<file path="src/rtl/nfu_pkg.sv">
// Shared types and default latencies for the NFU sequencing controller.
package nfu_pkg;

    localparam int BIT_WIDTH = 16;
    localparam int Tn        = 16;

    localparam int NUM_SEG_DEF  = 16;
    localparam int MEM_LAT_DEF  = 1;
    localparam int ACC_LAT_DEF  = 3;
    localparam int NFU3_LAT_DEF = 2;

    typedef enum logic [2:0] {
        IDLE,
        LOAD_COEF,
        ISSUE,
        DRAIN,
        DONE
    } nfu_state_e;

endpackage

</file>
<file path="src/rtl/nfu_tile_cnt.sv">
// Loadable up-counter with a terminal-count flag against a runtime limit.
module nfu_tile_cnt
    import nfu_pkg::*;
#(
    parameter int W = 8
) (
    input  logic         clk,
    input  logic         rst_n,
    input  logic         load,
    input  logic         en,
    input  logic [W-1:0] load_val,
    input  logic [W-1:0] term,
    output logic [W-1:0] cnt,
    output logic         tc
);

    always_ff @(posedge clk) begin
        if (!rst_n) begin
            cnt <= '0;
        end else if (load) begin
            cnt <= load_val;
        end else if (en) begin
            cnt <= cnt + 1'b1;
        end
    end

    assign tc = (cnt == term);

endmodule

</file>
<file path="src/rtl/nfu_ctrl.sv">
// Sequencer for the NFU multiply/accumulate/sigmoid pipeline: walks a layer as
// output tiles x input tiles, one output tile in flight at a time.
module nfu_ctrl
    import nfu_pkg::*;
#(
    parameter int ADDR_W   = 10,
    parameter int CNT_W    = 8,
    parameter int NUM_SEG  = NUM_SEG_DEF,
    parameter int MEM_LAT  = MEM_LAT_DEF,
    parameter int ACC_LAT  = ACC_LAT_DEF,
    parameter int NFU3_LAT = NFU3_LAT_DEF
) (
    input  logic                       clk,
    input  logic                       rst_n,
    input  logic                       i_start,
    input  logic [CNT_W-1:0]           i_num_in_tiles,
    input  logic [CNT_W-1:0]           i_num_out_tiles,
    input  logic                       i_psum_in,
    input  logic                       i_psum_out,
    input  logic                       i_load_coef,
    output logic [$clog2(NUM_SEG)-1:0] o_coef_addr,
    output logic                       o_load_sigmoid_coef,
    output logic                       o_nbin_rd_en,
    output logic [ADDR_W-1:0]          o_nbin_addr,
    output logic                       o_sb_rd_en,
    output logic [ADDR_W-1:0]          o_sb_addr,
    output logic                       o_nbout_rd_en,
    output logic [ADDR_W-1:0]          o_nbout_rd_addr,
    output logic                       o_load_nbout,
    output logic                       o_psum_zero,
    output logic                       o_nbout_nfu2_nfu3,
    output logic                       o_nbout_wr_en,
    output logic [ADDR_W-1:0]          o_nbout_wr_addr,
    output logic                       o_busy,
    output logic                       o_done
);

    localparam int SEG_W = $clog2(NUM_SEG);
    localparam int LAT_W = $clog2(ACC_LAT + NFU3_LAT + NUM_SEG + (1 << CNT_W));

    // Tile-relative cycle offsets of the accumulator seed and its NBout prefetch.
    localparam logic [LAT_W-1:0] SEED_T = LAT_W'(ACC_LAT - 1);
    localparam logic [LAT_W-1:0] PREF_T = LAT_W'(ACC_LAT - 1 - MEM_LAT);
    localparam logic [LAT_W-1:0] COEF_T = LAT_W'(NUM_SEG - 1);

    nfu_state_e state, state_nxt;

    logic [CNT_W-1:0]  n_in, n_out;
    logic              psum_in, psum_out;
    logic [ADDR_W-1:0] sb_cnt;

    logic [CNT_W-1:0]  in_cnt, out_cnt;
    logic              in_tc, out_tc;
    logic [LAT_W-1:0]  lat_cnt, lat_term, wr_rel;
    logic              lat_tc;

    logic in_load, in_en, out_load, out_en, lat_load;
    logic tile_act, wr_fire;

    always_ff @(posedge clk) begin
        if (!rst_n) begin
            n_in     <= '0;
            n_out    <= '0;
            psum_in  <= 1'b0;
            psum_out <= 1'b0;
        end else if (state == IDLE && i_start) begin
            n_in     <= (i_num_in_tiles == '0)  ? CNT_W'(1) : i_num_in_tiles;
            n_out    <= (i_num_out_tiles == '0) ? CNT_W'(1) : i_num_out_tiles;
            psum_in  <= i_psum_in;
            psum_out <= i_psum_out;
        end
    end

    // Write lands after the last product clears NFU-2, plus NFU-3 when it is selected.
    always_comb begin
        wr_rel = SEED_T + LAT_W'(n_in) + (psum_out ? '0 : LAT_W'(NFU3_LAT));
    end

    assign tile_act = (state == ISSUE) || (state == DRAIN);
    assign wr_fire  = (state == DRAIN) && lat_tc;
    assign lat_term = (state == LOAD_COEF) ? COEF_T : wr_rel;
    assign lat_load = (state == IDLE) || (state == LOAD_COEF && lat_tc) || wr_fire;
    assign in_load  = (state == IDLE) || (state == ISSUE && in_tc);
    assign in_en    = (state == ISSUE);
    assign out_load = (state == IDLE);
    assign out_en   = wr_fire;

    nfu_tile_cnt #(.W(CNT_W)) u_in_cnt (
        .clk      (clk),
        .rst_n    (rst_n),
        .load     (in_load),
        .en       (in_en),
        .load_val ('0),
        .term     (n_in - 1'b1),
        .cnt      (in_cnt),
        .tc       (in_tc)
    );

    nfu_tile_cnt #(.W(CNT_W)) u_out_cnt (
        .clk      (clk),
        .rst_n    (rst_n),
        .load     (out_load),
        .en       (out_en),
        .load_val ('0),
        .term     (n_out - 1'b1),
        .cnt      (out_cnt),
        .tc       (out_tc)
    );

    // Doubles as the coefficient index during LOAD_COEF and the tile clock afterwards.
    nfu_tile_cnt #(.W(LAT_W)) u_lat_cnt (
        .clk      (clk),
        .rst_n    (rst_n),
        .load     (lat_load),
        .en       (1'b1),
        .load_val ('0),
        .term     (lat_term),
        .cnt      (lat_cnt),
        .tc       (lat_tc)
    );

    // SB address runs linearly across all output tiles of the layer.
    always_ff @(posedge clk) begin
        if (!rst_n || state == IDLE) begin
            sb_cnt <= '0;
        end else if (state == ISSUE) begin
            sb_cnt <= sb_cnt + 1'b1;
        end
    end

    always_ff @(posedge clk) begin
        if (!rst_n) begin
            state <= IDLE;
        end else begin
            state <= state_nxt;
        end
    end

    always_comb begin
        state_nxt = state;
        case (state)
            IDLE:      if (i_start) state_nxt = i_load_coef ? LOAD_COEF : ISSUE;
            LOAD_COEF: if (lat_tc) state_nxt = ISSUE;
            ISSUE:     if (in_tc) state_nxt = DRAIN;
            DRAIN:     if (lat_tc) state_nxt = out_tc ? DONE : ISSUE;
            DONE:      state_nxt = IDLE;
            default:   state_nxt = IDLE;
        endcase
    end

    always_comb begin
        o_load_sigmoid_coef = (state == LOAD_COEF);
        o_coef_addr         = (state == LOAD_COEF) ? lat_cnt[SEG_W-1:0] : '0;
        o_nbin_rd_en        = (state == ISSUE);
        o_sb_rd_en          = (state == ISSUE);
        o_nbin_addr         = (state == ISSUE) ? ADDR_W'(in_cnt) : '0;
        o_sb_addr           = (state == ISSUE) ? sb_cnt : '0;
        o_nbout_rd_en       = tile_act && psum_in && (lat_cnt == PREF_T);
        o_nbout_rd_addr     = o_nbout_rd_en ? ADDR_W'(out_cnt) : '0;
        o_load_nbout        = tile_act && (lat_cnt == SEED_T);
        o_psum_zero         = o_load_nbout && !psum_in;
        o_nbout_wr_en       = wr_fire;
        o_nbout_wr_addr     = wr_fire ? ADDR_W'(out_cnt) : '0;
        o_busy              = (state != IDLE);
        o_nbout_nfu2_nfu3   = o_busy && psum_out;
        o_done              = (state == DONE);
    end

endmodule

</file>
<file path="config.mk">
export PLATFORM = sky130hd
export DESIGN_NAME = nfu_ctrl
export DESIGN_NICKNAME = d
export VERILOG_FILES = /design/src/rtl/nfu_pkg.sv /design/src/rtl/nfu_tile_cnt.sv /design/src/rtl/nfu_ctrl.sv
export SDC_FILE = /design/constraint.sdc
export NUM_CORES = 1
export LEC_CHECK = 0
export CAP_MARGIN = 20
export CORE_ASPECT_RATIO = 2
export CORE_MARGIN = 2
export CORE_UTILIZATION = 65
export DETAILED_ROUTE_END_ITERATION = 16
export DONT_BUFFER_PORTS = 1
export HOLD_SLACK_MARGIN = 0.03
export PLACE_DENSITY = 0.88
export SKIP_LAST_GASP = 1
export SYNTH_ARGS = -nofsm -noshare
export SYNTH_HDL_FRONTEND = slang
export SYNTH_SLANG_ARGS = --single-unit
</file>
<file path="constraint.sdc">
create_clock -name clk -period 5.31 [get_ports clk]
set_input_delay 1.062 -clock clk [delete_from_list [all_inputs] [get_ports clk]]
set_output_delay 1.062 -clock clk [all_outputs]
set_load 0.005 [all_outputs]
</file>
==> parameters.txt, run 1 <==
Parameter                              Value

GRT
  Number of antenna violations at the first check in global routing    0
  Wire length of the first global-routing pass    12.7 mm
  Maximum number of pins on one net before global-route repair    28
  Grt met3 use    5.46%
  Via count of the first global-routing pass    2848
  GRT Resource Usage Total    26.0%
  Met1 capacity usage during global routing    26.3%
  Overall overflow remaining after global route    0
  Most congested layer reported by global routing    met2
  Met2 Use GR    49.3%

Logic synthesis
  Sequential element share of the synthesized area    31.5%
  Main combinational cell family by area after synthesis    simple AND/OR/NAND/NOR gates
  Largest area contributor in the synthesized netlist    dfxtp_1
  Number of synthesized register bits    56
  Most common library cells after synthesis    dfxtp_1, nand2_1, and2_1
  Share of the synthesized area in compound gates (AO/OA/AOI/OAI)    13.9%
  Cell area after synthesis    3560 sq um
  Portion of netlist area occupied by mux cells    1.12%
  Number of distinct library cell variants in the gate-level netlist after synthesis    53
  FFs w/ async S/R, synth    0%
  Number of warning messages in the yosys log    0
  Gate Count Post-Synth    454
  Leading register cell type out of synthesis    dfxtp_1
  Most area-consuming cells after synthesis    dfxtp_1, xor2_1, and2_1, nand2_1, xnor2_1
  Top-count cell post-synth    dfxtp_1
  Share of synthesized cell area in full adder, half adder and majority cells    3.87%
  Number of synthesized flops with an enable pin    0
  Top-area cell type share of the netlist area    31.5%
  Avg Cell Area, Syn    7.84 sq um
  Simple-gate portion of the synthesized area    30.1%
  Synthesized-area fraction occupied by xor and xnor cells    12.5%

Critical path
  Category of the most critical setup path    reg -> out
  Slowest cell delay on critical path    520 ps
  Nature of the critical path startpoint    flop
  Type of element capturing the critical path    output pin
  Dominant cell type by count on the critical path    ha_1
  Ordered list of cells on the worst path    inv_1 > ha_1 > inv_1 > ha_1 > ha_1 > nand3_1 > xor2_1 > o21ai_0 > and4_1 > or3b_1 > nor3_1
  Worst path slowest cell    or3b_1
  Required arrival time at the worst endpoint    4250 ps
  Largest driver fanout on the critical path    11
  Data arrival, critical path    3000 ps

Floorplan
  Chip width    56.3 microns
  Number of rows created at floorplan    38
  Die H    109 microns
  Initial core utilization    66.3%
  Placeable core region    5370 sq um
  Die outline area    6120 sq um
  I/O pin count    76

Clock tree
  Max Root-Sink Buffers    2
  Clock transition at the register clock pins on the worst setup and hold paths after CTS    100 ps
  TritonCTS clock tree    done
  Number of buffers added for setup after CTS    0
  Cells resized by post-CTS repair    0
  Number of H-tree branching levels    2
  Clock latency on the worst-skew pair    320 ps
  Number of hold buffers added after cts    0
  Total clock sinks    56
  Number of buffers added by the clock tree synthesis step    5
  Clock root buffer    clkbuf_8

Layout
  Number of antenna repair diodes    0
  Net total in the final layout    468
  Final instance area    3620 sq um
  Fraction of final layout cells with drive strength greater than 1    3.67%
  Area Growth Syn to Fin    1.55%

Flow run
  Number of max-cap violations    0

Route
  Final ANT Viol Nets    0
  DRC    0
  Starting DRT DRC Count    110
  Via-to-Cell Ratio    6.14
  DRT Pass-1 Iters    4
  Detailed-route wire length per cell    15.9 microns
  Via count    3046
  Total wire length after detailed routing    7.91 mm

Timing
  Final number of hold-violating endpoints    0
  Final cycle utilization of the critical path    76.6%
  Setup violators final    0
  Time the final worst path needs with I/O delays and setup    4070 ps
  Final Max Tran Viols    0
  Peak Freq    246 MHz
  Final clock skew    8.78 ps
  Setup_tns    0 ps
  Worst max-slew margin expressed relative to the limit    48.0%
  Actual slew at the worst max-slew pin    779 ps
  Setup repair after global routing missed its margin    false

Placed design
  Placed cell areas    3490 sq um
  # port buffers    0
  Global placer's final weighted congestion    0.879
  Final HPWL from detailed placement    5.99 mm

Power
  Power density relative to cell area    264 nW/um^2
  Leakage Power    1.33 nW
  Maximum ir drop on the vdd rail    0.245 mV

Hold path
  Type of the worst min-delay path    reg -> reg

Outcome
  Run status    finished, final reports clean
per-stage QoR:
stage	std cells	worst slack [ps]	utilization (%)	power [mW]	hold slack [ps]
finish	496	1240	67.3	0.953	494
global route	496	1030	67.3	0.999	508
CTS	496	1270	67.3	0.957	495
detailed placement	488	1630	65.0	0.659	480
global placement	488	1770	65.0	0.652	467
floorplan	459	1810	-	0.634	455
power by group:
part | internal [mW] | switching, mW | leakage [nW]
clock network | 0.166 | 0.135 | 0.0645
logic | 0.0749 | 0.115 | 0.807
registers | 0.436 | 0.0262 | 0.454
kinds of logic after synthesis:
family                     after synthesis
DFF                                     56
AOI/OAI and AO/OA                       74
other                                    1
adders and majority gates               11
muxes                                    4
and+or+nand+nor                        208
buffers and inverters                   50
xor gates and xnor gates                50
worst paths after layout:
| path | startpoint | endpoint | slack (ps) | depth (start not counted) |
|---|---|---|---|---|
| setup / recovery | n_in[1] | o_nbout_wr_addr[6] | 1240 | 11 |
| setup reg to reg | n_in[1] | u_out_cnt.cnt[4] | 2180 | 12 |
| hold reg to reg | psum_in | psum_in | 490 | 2 |
| hold / removal | psum_in | psum_in | 490 | 2 |
layout by cell type (no fill, tap or decap), types with 5 or more instances in the layout:
master / instances
nand4_1: 8
a21oi_1: 21
nor3_1: 15
o21ai_0: 11
xnor2_1: 20
or4_1: 5
and2_1: 37
clkbuf_8: 7
ha_1: 11
nor2_1: 36
or3_1: 6
dfxtp_1: 56
and3_1: 7
nand3_1: 18
nand2_1: 55
a21boi_0: 17
inv_1: 17
conb_1: 6
o31ai_1: 6
xor2_1: 29
layer usage:
layer  vias to the layer above  share of wire (%)
li1                       1490                  -
met2                        79                 54
met5                         -                  0
met4                         0                3.0
met1                      1456                 39
met3                        21                4.2
registers in the layout, summed over array words and instances, names as in the netlist:
register / cells
n_in: 8
n_out: 8
psum_in: 1
psum_out: 1
sb_cnt: 10
state: 3
u_in_cnt.cnt: 8
u_lat_cnt.cnt: 9
u_out_cnt.cnt: 8
cell type report:
class | count | area (sq um)
repair buffers | 1 | 7.51
well taps | 60 | 75.1
clock buffers | 7 | 96.3
fillers | 492 | 1760
multi-input cells | 353 | 2210
clock inverters | 1 | 30.0
inverters | 18 | 72.6
flip-flops and latches | 56 | 1120
worst max-delay path, delay by kind of cell, from the launching register on:
| family | cells | cell delay [ps] |
|---|---|---|
| AOI/OAI and AO/OA | 1 | 160 |
| xor gates and xnor gates | 1 | 200 |
| adders and majority gates | 3 | 560 |
| buffers and inverters | 2 | 130 |
| DFF | 1 | 360 |
| and+or+nand+nor | 4 | 1290 |
(Power assumes the default switching activity.)
==> run 2: changes to the inputs <==
--- a/config.mk
+++ b/config.mk
@@ -8,11 +8,11 @@
 export CAP_MARGIN = 20
 export CORE_ASPECT_RATIO = 2
 export CORE_MARGIN = 2
-export CORE_UTILIZATION = 65
+export CORE_UTILIZATION = 64
 export DETAILED_ROUTE_END_ITERATION = 16
 export DONT_BUFFER_PORTS = 1
 export HOLD_SLACK_MARGIN = 0.03
-export PLACE_DENSITY = 0.88
+export PLACE_DENSITY = 0.87
 export SKIP_LAST_GASP = 1
 export SYNTH_ARGS = -nofsm -noshare
 export SYNTH_HDL_FRONTEND = slang
==> constraint.sdc (replaced) <==
create_clock -name clk -period 4 [get_ports clk]
set_input_delay 0.8 -clock clk [delete_from_list [all_inputs] [get_ports clk]]
set_output_delay 0.8 -clock clk [all_outputs]
set_load 0.005 [all_outputs]
==> run 2 against run 1 <==
Effect of this change:
- critical path depth is the same
- register-to-register slack worse by 1300 ps
- flip-flop and latch count did not move
- via count up 0.33%
- die area is 1.5% higher
- final cell count stayed put
- global-route usage shrank 0.89 points
- largest power group unchanged
==> parameters.txt, run 2 (synthesized netlist as in run 1, its figures left out) <==
Parameter                              Value

Layout
  Top register by number of flip-flops    sb_cnt
  Area Growth Syn to Fin    1.02%
  Number of antenna repair diodes    0 (unchanged)
  Area of the multi-input gates    2210 sq um (unchanged)
  Largest registers ranked by flip-flop count    sb_cnt x10, u_lat_cnt.cnt x9
  Largest register FFs    10 (unchanged)
  Fraction of final layout cells with drive strength greater than 1    3.44% (-0.23 points)
  Most common cell after layout, fill and taps aside    dfxtp_1
  Count of non-filler cells in the finished layout    496 (unchanged)
  Top library cells by usage in the layout, fill and taps aside    dfxtp_1, nand2_1, and2_1, nor2_1, xor2_1
  Net total in the final layout    468 (unchanged)
  Fill cell instance count of the final layout    497 (+1.0%)
  Register Area    1120 sq um (unchanged)

Critical path
  Largest driver fanout on the critical path    11 (unchanged)
  Required arrival time at the worst endpoint    3200 ps (-1050 ps)
  Dominant cell type by count on the critical path    ha_1
  Type of element capturing the critical path    output pin
  Nature of the critical path startpoint    flop
  Data arrival, critical path    2890 ps (-110 ps)
  Ordered list of cells on the worst path    inv_1 > ha_1 > inv_1 > ha_1 > ha_1 > nand3_1 > o21a_1 > nor3_1 > o22ai_1 > or3b_1 > nor3_1
  Worst path slowest cell    or3b_1
  Slowest cell delay on critical path    520 ps (about the same)
  Category of the most critical setup path    reg -> out

Floorplan
  Placeable core region    5420 sq um (+0.89%)
  Number of rows created at floorplan    38 (unchanged)
  Initial core utilization    65.7% (-0.58 points)
  Chip width    56.7 microns (+0.73%)
  I/O pin count    76 (unchanged)
  Die H    109 microns (+0.75%)
  Die outline area    6210 sq um (+1.5%)

Route
  Via count    3056 (+0.33%)
  Final ANT Viol Nets    0 (unchanged)
  DRC    0 (unchanged)
  Uppermost layer routed    met4
  Met1 Routed Length    2.86 mm (-7.7%)
  Total wire length after detailed routing    7.62 mm (-3.6%)
  Starting DRT DRC Count    107 (-2.7%)
  Via-to-Cell Ratio    6.16 (+0.33%)
  Detailed-routed wire length on met2    4.14 mm (-2.2%)
  Detailed-route wire length per cell    15.4 microns (-3.6%)
  Detailed route wirelength on metal3    426 microns (+29%)
  DRT Pass-1 Iters    4 (unchanged)

Power
  Maximum ir drop on the vdd rail    0.309 mV (+26%)
  Leakage Power    1.32 nW (-0.70%)
  Power density relative to cell area    342 nW/um^2 (+30%)

Clock tree
  TritonCTS clock tree    done
  Clock transition at the register clock pins on the worst setup and hold paths after CTS    100 ps (about the same)
  Number of buffers added by the clock tree synthesis step    5 (unchanged)
  Max Root-Sink Buffers    2 (unchanged)
  Clock latency on the worst-skew pair    320 ps (about the same)
  Number of buffers added for setup after CTS    0 (unchanged)
  Number of hold buffers added after cts    0 (unchanged)
  Number of H-tree branching levels    2 (unchanged)
  Total clock sinks    56 (unchanged)
  Clock root buffer    clkbuf_8
  Cells resized by post-CTS repair    0 (unchanged)

GRT
  Maximum number of pins on one net before global-route repair    28 (unchanged)
  Via count of the first global-routing pass    2732 (-4.1%)
  Overall overflow remaining after global route    0 (unchanged)
  GRT Resource Usage Total    25.1% (-0.89 points)
  Number of antenna violations at the first check in global routing    0 (unchanged)
  Wire length of the first global-routing pass    12.4 mm (-2.4%)

Timing
  Worst max-slew margin expressed relative to the limit    53.8% (+5.8 points)
  Peak Freq    271 MHz
  Setup repair after global routing missed its margin    false
  Final clock skew    7.22 ps (-1.56 ps)
  Final Max Tran Viols    0 (unchanged)
  Final cycle utilization of the critical path    92.2%
  Setup violators final    0 (unchanged)
  Final worst hold slack    479 ps (-14.0 ps)
  Setup_tns    0 ps (unchanged)
  Time the final worst path needs with I/O delays and setup    3690 ps
  Actual slew at the worst max-slew pin    692 ps (-86.7 ps)
  Final number of hold-violating endpoints    0 (unchanged)

Flow run
  Number of max-cap violations    0 (unchanged)

Hold path
  Type of the worst min-delay path    reg -> reg

Placed design
  Final HPWL from detailed placement    5.84 mm (-2.5%)
  Number of placed cells counting well taps    488 (unchanged)
  Global placer's final weighted congestion    0.874 (-0.58%)
  # port buffers    0 (unchanged)

Outcome
  Run status    finished, final reports clean
==> run 2: final timing paths <==
path / start / end / slack (ps) / cells past startpoint
worst max-delay path: n_in[1] / o_nbout_wr_addr[6] / 310 / 11
worst min-delay path: n_out[7] / n_out[7] / 480 / 2
worst max register to register: n_in[1] / u_out_cnt.cnt[4] / 920 / 12
worst min register to register: n_out[7] / n_out[7] / 480 / 2
==> run 2: stage by stage <==
step / util, % / instance area [sq um] / power (mW) / worst slack [ps]
after floorplan: - / 3580 / 0.841 / 760
after global placement: 64.4 / 3490 / 0.866 / 709
after detailed placement: 64.4 / 3490 / 0.871 / 683
after CTS: 66.4 / 3600 / 1.23 / 311
after global routing: 66.4 / 3600 / 1.29 / 12.9
final: 66.4 / 3600 / 1.23 / 311
==> run 2: critical path: cells and delay by family, from the launching register on <==
family          cells  cell delay, ps
fa+ha+maj           3             550
buf+inv             2             120
compound gates      2             370
simple gates        4            1180
flops               1             350
==> run 2: final cells by class <==
type / count / share of cell area, %
repair buffers: 1 / 0.209
well taps: 60 / 2.09
multi-input cells: 353 / 61.5
clock buffers: 6 / 2.02
flip-flops and latches: 56 / 31.2
clock inverters: 2 / 0.974
inverters: 18 / 2.02
==> run 2: per-layer routing <==
layer,vias up,GRT usage (%)
li1,1493,-
met1,1455,26.8
met2,91,46.4
met3,17,5.53
met4,0,11.1
met5,-,0
==> run 2: power by group <==
part	switching [mW]	total, mW	internal [mW]	leakage (nW)
Sequential	0.0339	0.613	0.579	0.454
Clock	0.183	0.369	0.186	0.0552
Combinational	0.148	0.248	0.0994	0.807
Total	0.365	1.23	0.864	1.32
